**src/rtl/arp_decode.sv**
```systemverilog
// arp_decode: parses the 28-byte ARP/IPv4-over-Ethernet body and reports accepted or rejected frames.
// Define ARP_DECODE_STRICT_EN to also require HTYPE=1, PTYPE=0x0800, HLEN=6, PLEN=4.
module arp_decode #(
  parameter logic [47:0] MAC_ADDR = 48'h0,
  parameter logic [31:0] IP_ADDR  = 32'hC0A8_0164
) (
  input  logic        clk,
  input  logic        rst,
  input  logic [7:0]  rxd,
  input  logic        arp_decode_valid,
  input  logic        busy,
  input  logic        crc_err,
  output logic        arp_valid,
  output logic        arp_drop,
  output logic        arp_oper,
  output logic [47:0] arp_sha,
  output logic [31:0] arp_spa
);

  typedef enum logic [1:0] {
    IDLE     = 2'd0,
    FIELDS   = 2'd1,
    WAIT_EOF = 2'd2,
    DROP     = 2'd3
  } state_e;

  localparam logic [4:0] LAST_BYTE = 5'd27;

  state_e      state_q;
  logic [4:0]  byte_cnt_q;
  logic        valid_prev_q;

  logic [15:0] oper_q;
  logic [47:0] sha_q;
  logic [31:0] spa_q;
  logic [47:0] tha_q;
  logic [31:0] tpa_q;
`ifdef ARP_DECODE_STRICT_EN
  logic [15:0] htype_q;
  logic [15:0] ptype_q;
  logic [7:0]  hlen_q;
  logic [7:0]  plen_q;
`endif

  logic        arp_valid_q;
  logic        arp_drop_q;
  logic        arp_oper_q;
  logic [47:0] arp_sha_q;
  logic [31:0] arp_spa_q;

  logic        start_s;
  logic        capture_s;
  logic        frame_end_s;
  logic [4:0]  byte_idx_s;
  logic        addr_ok_s;
  logic        hdr_ok_s;
  logic        ok_s;

  // Byte capture qualification; a fresh rise of valid in WAIT_EOF ends the current frame
  always_comb begin
    start_s     = arp_decode_valid & ~valid_prev_q;
    byte_idx_s  = 5'd0;
    capture_s   = 1'b0;
    frame_end_s = 1'b0;
    case (state_q)
      IDLE: begin
        byte_idx_s = 5'd0;
        capture_s  = start_s;
      end
      FIELDS: begin
        byte_idx_s = byte_cnt_q;
        capture_s  = arp_decode_valid;
      end
      WAIT_EOF: begin
        frame_end_s = ~busy | start_s;
      end
      default: begin
        capture_s = 1'b0;
      end
    endcase
  end

  // Acceptance decision evaluated at end of frame
  always_comb begin
    addr_ok_s = 1'b0;
    if (oper_q == 16'h0001) begin
      addr_ok_s = (tpa_q == IP_ADDR);
    end else if (oper_q == 16'h0002) begin
      addr_ok_s = (tha_q == MAC_ADDR);
    end else begin
      addr_ok_s = 1'b0;
    end
`ifdef ARP_DECODE_STRICT_EN
    hdr_ok_s = (htype_q == 16'h0001) && (ptype_q == 16'h0800) &&
               (hlen_q == 8'd6) && (plen_q == 8'd4);
`else
    hdr_ok_s = 1'b1;
`endif
    ok_s = ~crc_err & addr_ok_s & hdr_ok_s;
  end

  // Field shift registers, network byte order (MSB first)
  always_ff @(posedge clk or negedge rst) begin
    if (!rst) begin
      oper_q  <= 16'h0;
      sha_q   <= 48'h0;
      spa_q   <= 32'h0;
      tha_q   <= 48'h0;
      tpa_q   <= 32'h0;
`ifdef ARP_DECODE_STRICT_EN
      htype_q <= 16'h0;
      ptype_q <= 16'h0;
      hlen_q  <= 8'h0;
      plen_q  <= 8'h0;
`endif
    end else if (capture_s) begin
`ifdef ARP_DECODE_STRICT_EN
      if (byte_idx_s <= 5'd1) begin
        htype_q <= {htype_q[7:0], rxd};
      end else if (byte_idx_s <= 5'd3) begin
        ptype_q <= {ptype_q[7:0], rxd};
      end else if (byte_idx_s == 5'd4) begin
        hlen_q <= rxd;
      end else if (byte_idx_s == 5'd5) begin
        plen_q <= rxd;
      end else
`endif
      if (byte_idx_s == 5'd6 || byte_idx_s == 5'd7) begin
        oper_q <= {oper_q[7:0], rxd};
      end else if (byte_idx_s >= 5'd8 && byte_idx_s <= 5'd13) begin
        sha_q <= {sha_q[39:0], rxd};
      end else if (byte_idx_s >= 5'd14 && byte_idx_s <= 5'd17) begin
        spa_q <= {spa_q[23:0], rxd};
      end else if (byte_idx_s >= 5'd18 && byte_idx_s <= 5'd23) begin
        tha_q <= {tha_q[39:0], rxd};
      end else if (byte_idx_s >= 5'd24 && byte_idx_s <= LAST_BYTE) begin
        tpa_q <= {tpa_q[23:0], rxd};
      end else begin
        oper_q <= oper_q;
      end
    end else begin
      oper_q <= oper_q;
    end
  end

  // Frame FSM with registered result pulses and held result fields.
  // valid_prev_q resets high so a frame already in flight at reset release is never picked up mid-stream.
  always_ff @(posedge clk or negedge rst) begin
    if (!rst) begin
      state_q      <= IDLE;
      byte_cnt_q   <= 5'd0;
      valid_prev_q <= 1'b1;
      arp_valid_q  <= 1'b0;
      arp_drop_q   <= 1'b0;
      arp_oper_q   <= 1'b0;
      arp_sha_q    <= 48'h0;
      arp_spa_q    <= 32'h0;
    end else begin
      valid_prev_q <= arp_decode_valid;
      arp_valid_q  <= 1'b0;
      arp_drop_q   <= 1'b0;
      case (state_q)
        IDLE: begin
          if (start_s) begin
            byte_cnt_q <= 5'd1;
            state_q    <= FIELDS;
          end else begin
            byte_cnt_q <= 5'd0;
          end
        end
        FIELDS: begin
          if (arp_decode_valid) begin
            byte_cnt_q <= byte_cnt_q + 5'd1;
            if (byte_cnt_q == LAST_BYTE) begin
              state_q <= WAIT_EOF;
            end else begin
              state_q <= FIELDS;
            end
          end else begin
            arp_drop_q <= 1'b1;
            byte_cnt_q <= 5'd0;
            state_q    <= DROP;
          end
        end
        WAIT_EOF: begin
          if (frame_end_s) begin
            arp_valid_q <= ok_s;
            arp_drop_q  <= ~ok_s;
            if (ok_s) begin
              arp_oper_q <= (oper_q == 16'h0001);
              arp_sha_q  <= sha_q;
              arp_spa_q  <= spa_q;
            end else begin
              arp_oper_q <= arp_oper_q;
            end
            byte_cnt_q <= 5'd0;
            state_q    <= IDLE;
          end else begin
            state_q <= WAIT_EOF;
          end
        end
        DROP: begin
          state_q <= IDLE;
        end
        default: begin
          state_q <= IDLE;
        end
      endcase
    end
  end

  assign arp_valid = arp_valid_q;
  assign arp_drop  = arp_drop_q;
  assign arp_oper  = arp_oper_q;
  assign arp_sha   = arp_sha_q;
  assign arp_spa   = arp_spa_q;

endmodule
```
**config.mk**
```make
export PLATFORM = sky130hd
export DESIGN_NAME = arp_decode
export DESIGN_NICKNAME = d
export VERILOG_FILES = /design/src/rtl/arp_decode.sv
export SDC_FILE = /design/constraint.sdc
export NUM_CORES = 1
export LEC_CHECK = 0
export ABC_AREA = 1
export BUFFER_PORTS_ARGS = -buffer_cell sky130_fd_sc_hd__buf_2
export CAP_MARGIN = 10
export CORE_MARGIN = 2
export CORE_UTILIZATION = 43
export CTS_CLUSTER_SIZE = 30
export DETAILED_ROUTE_END_ITERATION = 6
export GPL_ROUTABILITY_DRIVEN = 0
export PLACE_DENSITY_LB_ADDON = 0.3
export RECOVER_POWER = 100
export SLEW_MARGIN = 10
export SYNTH_ARGS = -nofsm -noshare
export SYNTH_HDL_FRONTEND = slang
export SYNTH_SLANG_ARGS = --single-unit
```
**constraint.sdc**
```tcl
create_clock -name clk -period 4.2 [get_ports clk]
set_clock_uncertainty 0.15 [all_clocks]
set_input_delay 0.63 -clock clk [delete_from_list [all_inputs] [get_ports clk]]
set_output_delay 0.63 -clock clk [all_outputs]
set_load 0.03 [all_outputs]
```
# After elaboration in Yosys (flattened, before gate mapping)
# Cells that the tools add are included.
# totals
register_bits	267
wordCells	78
output_inout_bits	83
# op_classes
add_sub_neg	1
eq_ne	11
n_reduce_logical	15
magnitude_cmp	8
bitwise_logic	11
mux	19
# op_table
op	n
$logic_not 48->1	1
$eq 32x32->1 const B	1
$eq 16x1->1 const B	1
$eq 16x2->1 const B	1
$le 5x5->1 const B	3
$mux 5	3
$pmux 5 s3	1
$eq 5x3->1 const B	2
$ge 5x4->1 const B	2
$ge 5x5->1 const B	2
$mux 1	8
$mux 2	4
$not 1->1	8
$pmux 2 s4	1
$reduce_and 3->1	2
$reduce_and 6->1	1
$add 5x1->5 const B	1
$eq 5x5->1 const B	1
$le 5x4->1 const B	1
$reduce_and 5->1	1
$eq 2x2->1 const B	2
$logic_and 1x1->1	4
$ne 2x2->1 const B	2
$pmux 1 s2	2
other kinds (8)	10

# Logic depth before layout (Yosys ltp)
# Gate-level depths: netlist (run 1).
# logic_depth
ltp_word	7
mapped_depth	12

# Worst setup path after synthesis (run 1)
# OpenSTA, ideal clock, no wires.
# synth_path
kind	register -> register
startpoint	register state_q[1]
endpoint	register sha_q[5]
path_slack_ps	2163
path_stages_with_launch	10
synth_period_minus_slack_ps	2037
arrival_time_ps	1756
path_cell_list	dfrtp_1 > inv_1 > ha_1 > nand2_2 > a21oi_1 > nand3_1 > buf_4 > buf_6 > nand2_1 > o21ai_0
# synth_via
elab_chain_len	6
# synth_rtl
item	line	text
start, declared	29	state_e state_q;
start signal, assigned	150	state_q <= IDLE;
start signal, assigned	166	state_q <= FIELDS;
start signal, assigned	175	state_q <= WAIT_EOF;
branches (longest 5 deep; another with $ge 5x4->1)	-	
$reduce_and 3->1 (no source line) *	-	
end signal, assigned	131	sha_q <= {sha_q[39:0], rxd};
end, declared	34	logic [47:0] sha_q;
# Every way passes the cells marked *.
# A chain may end at the register's enable or synchronous reset.

# Worst setup path after layout (run 1)
# layout_path
startpoint	register state_q[0]
endpoint	register spa_q[21]
# layout_via
elab_chain_len	6
# layout_rtl
item	line	text
$eq 2x1->1	65	case (state_q)
$mux 5	65	
$ge 5x4->1 (tied with other cells)	130	end else if (byte_idx_s >= 5'd8 && byte_idx_s <= 5'd13) begin
$logic_and 1x1->1 or $logic_or 1x1->1 (tied branches)	130, 128	
$not 1->1 (no source line)	-	
$reduce_and 4->1 (no source line) *	-	
end signal, assigned	133	spa_q <= {spa_q[23:0], rxd};
end, declared	35	logic [31:0] spa_q;
# Every way passes the cells marked *; elsewhere a longest branch is shown, timed or not.

==> impl_metrics.csv, run 1 <==
group,metric,value,unit
routing,wl_met3,881,um
power_and_ir_drop,seq_power_share,48.7,%
power_and_ir_drop,clock_power_share,45.5,%
routing,firstDrtPassIters,5,
routing,vias_per_cell,4.691,
worst_setup_path,crit_chain,"inv_1 > ha_1 > inv_1 > o21ai_0 > and3_2 > clkbuf_1 > o21ai_0",
yosys,synth_edf_count,0,
worst_setup_path,cp_num_buf_inv,3,
yosys,yosys-top-cells-count,"nand2_1, dfrtp_1, o21ai_0, inv_1, nor2_1",
yosys,synth_seq_cells,267,
cts,cts_made_buffers,29,
placement,dp_slack,1329,ps
sta,min_period_over_period,75.40,%
yosys,ys_seq_area_share,63.30,%
cts,h-tree-depth,1,
power_and_ir_drop,pwr-share-comb,5.8,%
placement,dpl.cell_count,1523,
power_and_ir_drop,irDropWorstVdd,0.0006091,V
cells_and_area,area_growth,14.76,%
floorplan,dieWidth,160.7,um
power_and_ir_drop,switching_power,1.223,mW
worst_setup_path,critPathRequiredTime,4430,ps
cells_and_area,antenna_cells,0,
routing,ant_nets,0,
cts,clk_path_buf_depth,3,
routing,top_layer,"met5",
cts,tritoncts,"built",
yosys,synth_cell_types,30,
placement,dp_hpwl,13470,um
placement,port_buffers,95,
cells_and_area,stdcell_count,1574,
yosys,syn_inst,1146,
global_route,track_usage,16.46,%
floorplan,dieArea,25820,sq um
sta,fmax,315.8,MHz
routing,drt_iter0_markers,666,
yosys,async_flop_share,100.0,%
sta,hold_viol_final,0,
power_and_ir_drop,power_density,443.3,nW/um^2
worst_setup_path,slowest_delay,770,ps
worst_setup_path,crit_fanout,45,
yosys,synth_ff_type,"dfrtp_1",
yosys,synthTopCellsByArea,"dfrtp_1, nand2_1, o21ai_0, inv_1, nor2_1",
cells_and_area,nFillCells,2329,
cts,clock_sinks,267,
global_route,grt_pass1_wl,35330,um
outcome,violations,"max-capacitance violations, max-slew violations",
run,drv_cap,1,
power_and_ir_drop,internal-power,4.148,mW
sta,report.final.setup_viol,0,
routing,route.vias.total,7383,
sta,slew_headroom,-61.32,%
global_route,grt_pass1_vias,7151,
worst_setup_path,crit_path_start_kind,"flip-flop",
cells_and_area,fin_nets,1250,
power_and_ir_drop,leakagePower,5.810,nW
cells_and_area,final_layout_size_suffix_gt1_share,6.240,%
worst_setup_path,arrival,3400,ps
floorplan,fp-row-count,57,
routing,wl_met1,10320,um
worst_setup_path,end_kind,"flip-flop",
sta,finalSetupTns,0,ps
floorplan,ioPinCount,96,
worst_setup_path,critical_path_class,"flip-flop to flip-flop",
global_route,grt_max_degree,98,
yosys,synth_area,10560,sq um
cts,clock_latency,540,ps
routing,met2_length,9093,um
yosys,syn_nets,1165,
yosys,synth.most_common_cell,"nand2_1",
cts,root_buffer,"clkbuf_16",
floorplan,core,24180,sq um
routing,drc,0,
floorplan,initial_core_util,43.66,%
sta,holdWs,90.96,ps
outcome,outcome,"finished with violations",
sta,slew_viol_final,97,
power_and_ir_drop,p_sw_share,22.77,%
sta,worstMarginPinSlew,2420,ps
routing,routed_wl,20640,um
worst_hold_path,hold_class,"input pin to flip-flop",
routing,wl_per_cell,13.11,um
sta,setup_slack,1033,ps
yosys,yosysWarnings,0,
yosys,avgSynthCellArea,9.211,sq um
yosys,synth_largest_area_cell,"dfrtp_1",
cts,cts_resized,0,
worst_setup_path,crit_family,"buffers and inverters",
sta,fin_crit,3167,ps
global_route,grt_antenna_before_repair,1,
global_route,grt-ovfl-total,0,
floorplan,fp.dieH,160.7,um
yosys,yosysTopAreaCellShare,63.06,%
worst_setup_path,cp_slowest_cell,"and3_2",
cts,clk_pin_slew,60,ps
sta,rsz0062_at_grt,"no",
[what timing repair did]
item	4_1_cts	5_1_grt
hold buffers	1	0
buffers inserted	0	0
hold endpoints to repair	14	0
[cells in the final DEF, fill, tap and decap left out, types with 2 or more instances in the layout]
master / Yosys / layout
buf_2: 18 / 10
clkbuf_2: 0 / 2
clkbuf_16: 0 / 29
nand3_4: 0 / 2
o21ai_0: 180 / 212
nand2_1: 335 / 337
inv_1: 131 / 131
a21oi_1: 16 / 16
dfrtp_1: 266 / 266
nor2_1: 60 / 60
clkbuf_8: 0 / 8
clkinv_2: 0 / 3
o21ai_1: 34 / 3
buf_4: 1 / 8
ha_1: 6 / 6
nand3_1: 39 / 37
mux2_2: 7 / 7
o211ai_1: 2 / 2
clkbuf_1: 25 / 92
nand4_1: 3 / 4
[state kept, by name (all words and copies together), names as in the netlist]
signal	count
arp_drop	1
arp_oper	1
arp_sha	48
arp_spa	32
arp_valid	1
byte_cnt_q	5
oper_q	16
sha_q	48
spa_q	32
state_q	2
tha_q	48
tpa_q	32
valid_prev_q	1
[layer usage]
metal | track usage, % | up-vias
met3 | 2.867 | 26
met1 | 24.00 | 3458
li1 | - | 3789
met4 | 3.358 | 2
met5 | 0 | -
met2 | 26.20 | 108
[worst register-to-register path, cell delays in order, from the launching register on]
cell and delay (ps):
dfrtp_1 410, inv_1 130, ha_1 180, inv_1 40, o21ai_0 540, and3_2 770, clkbuf_1 620, o21ai_0 170
[per-stage QoR]
stage	instance area, sq um	util, %	total power [mW]
final	12110	50.11	5.370
after CTS	12250	50.67	5.445
after floorplan	10560	-	2.856
after global routing	12110	50.11	5.588
after detailed placement	11310	46.79	2.983
after global placement	11310	46.79	2.980
[path summary, 6_finish.rpt]
path	start	to	depth (start not counted)	slack [ps]
setup / recovery	state_q[0]$_DFFE_PN0P_	spa_q[21]$_DFFE_PN0P_	7	1030
hold / removal	arp_decode_valid	valid_prev_q$_DFF_PN1_	1	90
setup reg to reg	state_q[0]$_DFFE_PN0P_	spa_q[21]$_DFFE_PN0P_	7	1030
hold reg to reg	tha_q[41]$_DFFE_PN0P_	tha_q[41]$_DFFE_PN0P_	2	320
max in group asynchronous	rst	tha_q[43]$_DFFE_PN0P_	3	1120
min in group asynchronous	rst	tpa_q[19]$_DFFE_PN0P_	2	1220
[cell type report]
type,count,area (sq um),area share (%)
Clock buffer,44,862.1,7.116
Multi-Input combinational cell,694,3134,25.87
Tap cell,324,405.4,3.346
Sequential cell,267,6683,55.16
Clock inverter,6,65.06,0.5371
Timing Repair Buffer,107,469.2,3.873
Inverter,132,495.5,4.090
[logic make-up (layout without fill, tap and decap cells)]
family / Yosys count / after routing / share of synthesized area (%)
adders and majority gates: 6 / 6 / 0.7111
muxes: 7 / 7 / 0.7468
buffers and inverters: 185 / 289 / 7.112
and+or+nand+nor: 445 / 445 / 16.78
AOI/OAI and AO/OA: 236 / 236 / 11.34
DFF: 267 / 267 / 63.30
[power by group through the flow]
stage | Clock (mW) | Sequential [mW] | Combinational, mW
detailed placement | 0 | 2.66 | 0.321
global placement | 0 | 2.66 | 0.319
finish | 2.44 | 2.62 | 0.310
global route | 2.61 | 2.62 | 0.358
CTS | 2.51 | 2.61 | 0.324
floorplan | 0 | 2.67 | 0.188
No activity file was read; power rests on OpenSTA's default activity.
==> run 2, diff against run 1 <==
==> constraint.sdc (replaced) <==
create_clock -name clk -period 2.9 [get_ports clk]
set_clock_uncertainty 0.15 [all_clocks]
set_input_delay 0.435 -clock clk [delete_from_list [all_inputs] [get_ports clk]]
set_output_delay 0.435 -clock clk [all_outputs]
set_load 0.03 [all_outputs]
==> run 2 against run 1 <==
Effect of this change:
- the flow still finishes with violations (max-capacitance violations, max-slew violations)
- die area unchanged
- clock-buffer cell count up 2
- cell area up 0.72%
- non-clock buffer count up 16
- critical path type unchanged
- critical endpoint is now tpa_q[27]$_DFFE_PN0P_
- largest power group unchanged
==> impl_metrics.csv, run 2 (same netlist as run 1, synthesis figures left out) <==
group,metric,value,unit
worst_setup_path,reg2regPathDepth,8,
floorplan,dieArea,25820,sq um
cells_and_area,ff_latch_area,6683,sq um
cells_and_area,fin_nets,1266,
power_and_ir_drop,irDropWorstVdd,0.0003337,V
routing,drc,0,
sta,fin_crit,2621,ps
outcome,violations,"max-capacitance violations, max-slew violations",
run,drv_cap,1,
worst_hold_path,hold_class,"input pin to flip-flop",
global_route,grt_antenna_before_repair,0,
floorplan,ioPinCount,96,
cells_and_area,final_cell_mix,"nand2_1, dfrtp_1, o21ai_0, inv_1, clkbuf_1",
floorplan,fp.dieH,160.7,um
routing,wl_per_cell,13.92,um
cts,h-tree-depth,1,
sta,hold_viol_final,0,
worst_setup_path,crit_chain,"inv_1 > ha_1 > nand2_1 > o21ai_2 > buf_4 > o211ai_1 > buf_2 > mux2_2",
sta,fmax,381.6,MHz
cts,clock_sinks,267,
global_route,gr-max-usage-layer,"met2",
worst_setup_path,critical_path_class,"flip-flop to flip-flop",
cells_and_area,final_layout_size_suffix_gt1_share,6.556,%
routing,ant_nets,0,
worst_setup_path,slowest_delay,740,ps
floorplan,initial_core_util,43.66,%
sta,slew_viol_final,62,
cts,post-cts-setup-buffers,0,
power_and_ir_drop,power_density,622.6,nW/um^2
global_route,gr-usage-met3,2.454,%
sta,worstMarginPinSlew,1693,ps
sta,finalSetupTns,0,ps
global_route,grt_pass1_vias,7246,
global_route,grt-ovfl-total,0,
placement,port_buffers,95,
cells_and_area,nFillCells,2362,
cts,cts_made_buffers,28,
routing,vias_per_cell,4.757,
floorplan,core,24180,sq um
worst_setup_path,end_kind,"flip-flop",
routing,routed_wl,22140,um
worst_setup_path,crit_fanout,62,
global_route,met1_usage,25.42,%
cts,root_buffer,"clkbuf_16",
sta,min_period_over_period,90.37,%
sta,slew_headroom,-12.83,%
cells_and_area,multi_input_area,3143,sq um
routing,firstDrtPassIters,5,
global_route,grt_pass1_wl,36800,um
cts,tritoncts,"built",
cells_and_area,layout_commonest_cell,"nand2_1",
global_route,grt_max_degree,65,
worst_setup_path,crit_path_start_kind,"flip-flop",
cells_and_area,antenna_cells,0,
power_and_ir_drop,leakagePower,5.855,nW
global_route,gr-usage-met2,27.43,%
sta,rsz0062_at_grt,"no",
worst_setup_path,critPathRequiredTime,3170,ps
floorplan,dieWidth,160.7,um
cts,clock_latency,530,ps
cts,clk_pin_slew,60,ps
worst_hold_path,min_path_cells,3,
global_route,track_usage,17.36,%
outcome,outcome,"finished with violations",
sta,report.final.setup_viol,0,
cts,clk_path_buf_depth,3,
routing,drt_iter0_markers,523,
placement,dp_hpwl,14410,um
routing,route.vias.total,7564,
worst_setup_path,arrival,2890,ps
cells_and_area,area_growth,15.59,%
floorplan,fp-row-count,57,
worst_setup_path,cp_slowest_cell,"buf_2",
cells_and_area,finish.utilization,50.47,%
## run 2: final timing paths
path	endpoint	start	slack, ps
setup / recovery	tpa_q[27]$_DFFE_PN0P_	state_q[1]$_DFFE_PN0P_	280
hold / removal	spa_q[7]$_DFFE_PN0P_	rxd[7]	20
setup reg to reg	tpa_q[27]$_DFFE_PN0P_	state_q[1]$_DFFE_PN0P_	280
hold reg to reg	arp_sha[47]$_DFFE_PN0P_	sha_q[47]$_DFFE_PN0P_	320
max in group asynchronous	tpa_q[17]$_DFFE_PN0P_	rst	480
min in group asynchronous	arp_spa[30]$_DFFE_PN0P_	rst	740
## run 2: metrics by stage
stage          power [mW]  instances  cell area [sq um]  hold slack [ps]  worst slack (ps)
6_report            7.596       1590              12200            20.19             279.1
5_1_grt             7.921       1590              12200            31.67             34.63
2_1_floorplan       4.137       1146              10560           -10.59             863.4
3_5_place_dp        4.347       1532              11490            279.7             12.32
3_3_place_gp        4.336       1532              11490            276.0             83.91
4_1_cts             7.690       1590              12420            15.06             144.3
## run 2: metal layers
| metal | wire, um | vias up | share of wire (%) |
|---|---|---|---|
| met5 | 0 | - | 0 |
| met4 | 444 | 0 | 2.0 |
| met3 | 790 | 31 | 3.6 |
| met2 | 10080 | 114 | 46 |
| met1 | 10820 | 3605 | 49 |
| li1 | - | 3814 | - |
## run 2: final cells by class
class	instances	share of cell area, %
clock buffer	46	6.717
tap	324	3.322
timing repair buffer	123	5.219
clock inverter	3	0.1538
inverter	132	4.061
sequential	267	54.77
multi-input combinational	695	25.76
## run 2: timing repair
action | 4_1_cts | 5_1_grt
cloned | 1 | 0
pin swaps | 1 | 0
hold buffers | 8 | 0
setup endpoints to repair | 3 | 68
hold endpoints to repair | 65 | 0
gates resized for setup | 0 | 2
## run 2: worst max-delay path, delay by kind of cell (launching register included)
kind | cells | cell delay [ps]
and+or+nand+nor | 1 | 160
AOI/OAI and AO/OA | 2 | 150
buffers and inverters | 3 | 990
adders and majority gates | 1 | 270
muxes | 1 | 410
DFF | 1 | 370
## run 2: report_power, final
group / leakage [nW] / switching [mW] / internal [mW]
combinational: 1.94 / 0.370 / 0.141
clock: 0.408 / 1.38 / 1.91
sequential: 3.51 / 0.0256 / 3.76
